==> config.mk <==
export PLATFORM = sky130hd
export DESIGN_NAME = stream_demux
export DESIGN_NICKNAME = d
export VERILOG_FILES = /design/src/rtl/stream_demux.sv
export SDC_FILE = /design/constraint.sdc
export NUM_CORES = 1
export LEC_CHECK = 0
export BUFFER_PORTS_ARGS = -buffer_cell sky130_fd_sc_hd__buf_2
export CAP_MARGIN = 15
export CORE_MARGIN = 3
export CORE_UTILIZATION = 28
export DETAILED_ROUTE_END_ITERATION = 10
export GPL_ROUTABILITY_DRIVEN = 0
export SLEW_MARGIN = 20
export SYNTH_ARGS = -nofsm -noshare
export SYNTH_HDL_FRONTEND = slang
export SYNTH_SLANG_ARGS = --single-unit
==> constraint.sdc <==
create_clock -name clk -period 2.19 [get_ports clk]
set_clock_uncertainty 0.1 [all_clocks]
set_input_delay 0.438 -clock clk [delete_from_list [all_inputs] [get_ports clk]]
set_output_delay 0.438 -clock clk [all_outputs]
set_load 0.05 [all_outputs]
==> src/rtl/stream_demux.sv <==
// stream_demux: registered 1-to-N valid/ready demultiplexer with one holding slot per channel.
// Optional packet lock is enabled by defining STREAM_DEMUX_PKT_LOCK_EN.
module stream_demux #(
    parameter int WIDTH = 8,
    parameter int N     = 3,
    parameter int SELW  = 2
) (
    input  logic               clk,
    input  logic               rst,
    input  logic [WIDTH-1:0]   in_data,
    input  logic [SELW-1:0]    in_sel,
    input  logic               in_last,
    input  logic               in_valid,
    output logic               in_ready,
    output logic [N*WIDTH-1:0] out_data,
    output logic [N-1:0]       out_last,
    output logic [N-1:0]       out_valid,
    input  logic [N-1:0]       out_ready,
    output logic [7:0]         drop_cnt
);
    logic [N-1:0]       full_q;
    logic [N-1:0]       full_d;
    logic [N*WIDTH-1:0] data_q;
    logic [N*WIDTH-1:0] data_d;
    logic [N-1:0]       last_q;
    logic [N-1:0]       last_d;
    logic [7:0]         drop_q;
    logic [7:0]         drop_d;
    logic [SELW-1:0]    dst_s;
    logic [N-1:0]       dst_oh_s;
    logic               dst_ok_s;
    logic               accept_s;

`ifdef STREAM_DEMUX_PKT_LOCK_EN
    typedef enum logic [0:0] {IDLE = 1'b0, LOCKED = 1'b1} state_e;
    state_e          state_q;
    state_e          state_d;
    logic [SELW-1:0] lock_sel_q;
    logic [SELW-1:0] lock_sel_d;

    // Mid-packet, the captured select overrides in_sel
    always_comb begin
        if (state_q == LOCKED) begin
            dst_s = lock_sel_q;
        end else begin
            dst_s = in_sel;
        end
    end

    // Lock FSM next state
    always_comb begin
        state_d    = state_q;
        lock_sel_d = lock_sel_q;
        case (state_q)
            IDLE: begin
                if (accept_s && !in_last) begin
                    state_d    = LOCKED;
                    lock_sel_d = in_sel;
                end else begin
                    state_d = IDLE;
                end
            end
            LOCKED: begin
                if (accept_s && in_last) begin
                    state_d = IDLE;
                end else begin
                    state_d = LOCKED;
                end
            end
            default: state_d = IDLE;
        endcase
    end

    // Lock FSM state register
    always_ff @(posedge clk or posedge rst) begin
        if (rst) begin
            state_q    <= IDLE;
            lock_sel_q <= {SELW{1'b0}};
        end else begin
            state_q    <= state_d;
            lock_sel_q <= lock_sel_d;
        end
    end
`else
    // Without the lock every beat routes by its own select
    always_comb begin
        dst_s = in_sel;
    end
`endif

    // Decode destination; selects at or beyond N decode to all-zero (drop)
    always_comb begin
        dst_oh_s = {N{1'b0}};
        for (int k = 0; k < N; k++) begin
            if (32'(dst_s) == 32'(k)) begin
                dst_oh_s[k] = 1'b1;
            end else begin
                dst_oh_s[k] = 1'b0;
            end
        end
        dst_ok_s = |dst_oh_s;
        if (dst_ok_s) begin
            in_ready = |(dst_oh_s & (~full_q | out_ready));
        end else begin
            in_ready = 1'b1;
        end
    end

    assign accept_s = in_valid && in_ready;

    // Slot load/drain and saturating drop counter
    always_comb begin
        full_d = full_q;
        data_d = data_q;
        last_d = last_q;
        drop_d = drop_q;
        for (int k = 0; k < N; k++) begin
            if (accept_s && dst_oh_s[k]) begin
                full_d[k]                 = 1'b1;
                data_d[k*WIDTH +: WIDTH]  = in_data;
                last_d[k]                 = in_last;
            end else if (out_ready[k]) begin
                full_d[k] = 1'b0;
            end else begin
                full_d[k] = full_q[k];
            end
        end
        if (accept_s && !dst_ok_s && (drop_q != 8'hFF)) begin
            drop_d = drop_q + 8'd1;
        end else begin
            drop_d = drop_q;
        end
    end

    // Slot and counter registers
    always_ff @(posedge clk or posedge rst) begin
        if (rst) begin
            full_q <= {N{1'b0}};
            data_q <= {(N*WIDTH){1'b0}};
            last_q <= {N{1'b0}};
            drop_q <= 8'd0;
        end else begin
            full_q <= full_d;
            data_q <= data_d;
            last_q <= last_d;
            drop_q <= drop_d;
        end
    end

    assign out_valid = full_q;
    assign out_data  = data_q;
    assign out_last  = last_q;
    assign drop_cnt  = drop_q;

endmodule

==> reports/qor.yml <==
outcome: "finished, final reports clean"
clock_path_buffers: 2
synth.most_common_cell: "dfrtp_1"
synth_area_sq_mm: 0.00159
setup_viol: 0
finalCriticalPeriod_ns: 1.83
io_pins: 56
hold_ws_ns: 0.153
insertion_delay_ns: 0.28
die_y_um: 81.4
place_hpwl_um: 2480
die_area_sq_mm: 0.00662
place_area_sq_mm: 0.00195
grt_max_degree: 39
finalHoldViolCount: 0
die_w_um: 81.4
ys_top_cells_by_count: "dfrtp_1, mux2_1, nand2_1"
drv_cap: 0
tns_ns: 0
yosys.area.top_type: "dfrtp_1"
critPathKind: "flip-flop to output pin"
grt_pass1_wl_um: 5440
syn_nets: 130
utilization_pct: 38.5
clkTransAtPathRegs_ns: 0.07
via_per_inst: 4.52
slew_violations: 0
p_per_area_mw_per_mm2: 1200
end_kind: "output pin"
core_region_area_sq_mm: 0.00530
grt_pass1_vias: 1091
fin_crit_sh_pct: 83.7
portBuffers: 55
crit_path_start_kind: "flip-flop"
diodes: 0
maxSlewHeadroom_pct: 67.5
synth_top_area_share_pct: 59.7
leakage_uw: 0.000994
ys.flop_type: "dfrtp_1"
synthCells: 112
stdcell_area_sq_mm: 0.00204
worstPathRequired_ns: 1.65
cts_root_buf: "clkbuf_8"
post_cts_buffers: 0
hold_buffers: 0
grt.overflow.total: 0
cp_max_fo: 3
synth_edf_count: 0
hold_class: "primary input to asynchronous set/reset pin"
synth.area.top_cells: "dfrtp_1, mux2_1, xor2_1"
antenna_found_initial: 0
synth_cell_types: 27
num_rows: 26
ys_seq_elements: 38
drtPass1Iterations: 4
drt_iter0_markers: 36
drc: 0
worst_pin_slew_ns: 0.487
wire_per_inst_um: 13.7
irDropWorstVdd_mv: 0.319
via_count: 1098
grt.total_usage_pct: 11.0
area_growth_pct: 28.2
final_antenna_net_count: 0
cts_num_sinks: 38
yosys_warnings: 0
fin_nets: 190
htree_num_levels: 2
pre_cts_ws_ns: 0.331
rsz0062_at_grt: "false"
cts_buffers: 5
ys_seq_area_share_pct: 59.7
worst_slack_ns: 0.356
fmax_mhz: 545
cts-resized-gates: 0
start_util_pct: 30.0
syn-mean-instance-area_sq_um: 14.2
critPathArrivalTime_ns: 1.30
drive_above_1_share_pct: 39.9
drt_wl_total_um: 3330
cts_tree: "done"
async_flop_share_pct: 100
cells in the final DEF (no fill, tap or decap), drive strengths merged, types with 2 or more instances in the layout:
cell type	synthesis	layout
buf	5	58
dfrtp	38	38
mux2	29	29
nand2	8	8
clkbuf	0	6
xor2	4	4
nand2b	3	3
o21ai	3	3
nand3	3	3
and3	2	2
mux2i	2	2
nor4	2	2
cell families after synthesis:
| family | Yosys count | share of synthesized area [%] |
|---|---|---|
| AOI/OAI and AO/OA | 7 | 3.93 |
| xor gates and xnor gates | 5 | 2.75 |
| adders and majority gates | 1 | 0.786 |
| buffers and inverters | 6 | 2.52 |
| DFF | 38 | 59.7 |
| muxes | 31 | 21.8 |
| and+or+nand+nor | 24 | 8.49 |
flip-flops by register name (all words and copies together) (netlist names):
| register | count |
|---|---|
| out_valid | 3 |
| drop_cnt | 8 |
| out_data | 24 |
| out_last | 3 |
power breakdown:
group | internal (uW) | leakage (uW) | switching [uW]
Sequential | 857 | 0.000461 | 116
Clock | 253 | 0.0000472 | 251
Combinational | 228 | 0.000486 | 742
Total | 1340 | 0.000994 | 1110
critical path: stages, from the launching register on:
cell and delay, ns:
dfrtp_1 0.39, nand2b_1 0.13, mux2i_1 0.09, o21ai_1 0.12
buf_2 0.27
routing by layer:
layer	GRT usage [%]	wire [um]
met1	14.3	1520
met2	16.9	1590
met3	3.44	180
met4	4.73	43
met5	0	0
area by class of cell:
type | instances | area [sq um]
fill | 520 | 3260
tap | 70 | 87.6
inverter | 1 | 3.75
clock buffer | 6 | 82.6
multi-input combinational | 68 | 606
timing repair buffer | 58 | 298
sequential | 38 | 951
clock inverter | 2 | 12.5
final timing paths:
check                                to    startpoint  cells past startpoint  slack [ns]
max reg2reg                 drop_cnt[1]   drop_cnt[0]                      4        0.55
max in group asynchronous   out_last[1]           rst                      3        1.49
min                         drop_cnt[5]           rst                      3        0.15
min in group clk            out_data[2]    in_data[2]                      2        0.29
min reg2reg                out_data[17]  out_data[17]                      1        0.39
max                            in_ready  out_valid[1]                      4        0.36
metrics by stage:
| stage | std cells | total power (uW) |
|---|---|---|
| detailed placement | 235 | 1970 |
| finish | 243 | 2450 |
| global placement | 235 | 1960 |
| floorplan | 112 | 1710 |
| CTS | 243 | 2480 |
| global route | 243 | 2570 |
Note: power is estimated with default switching activity, not from simulation.
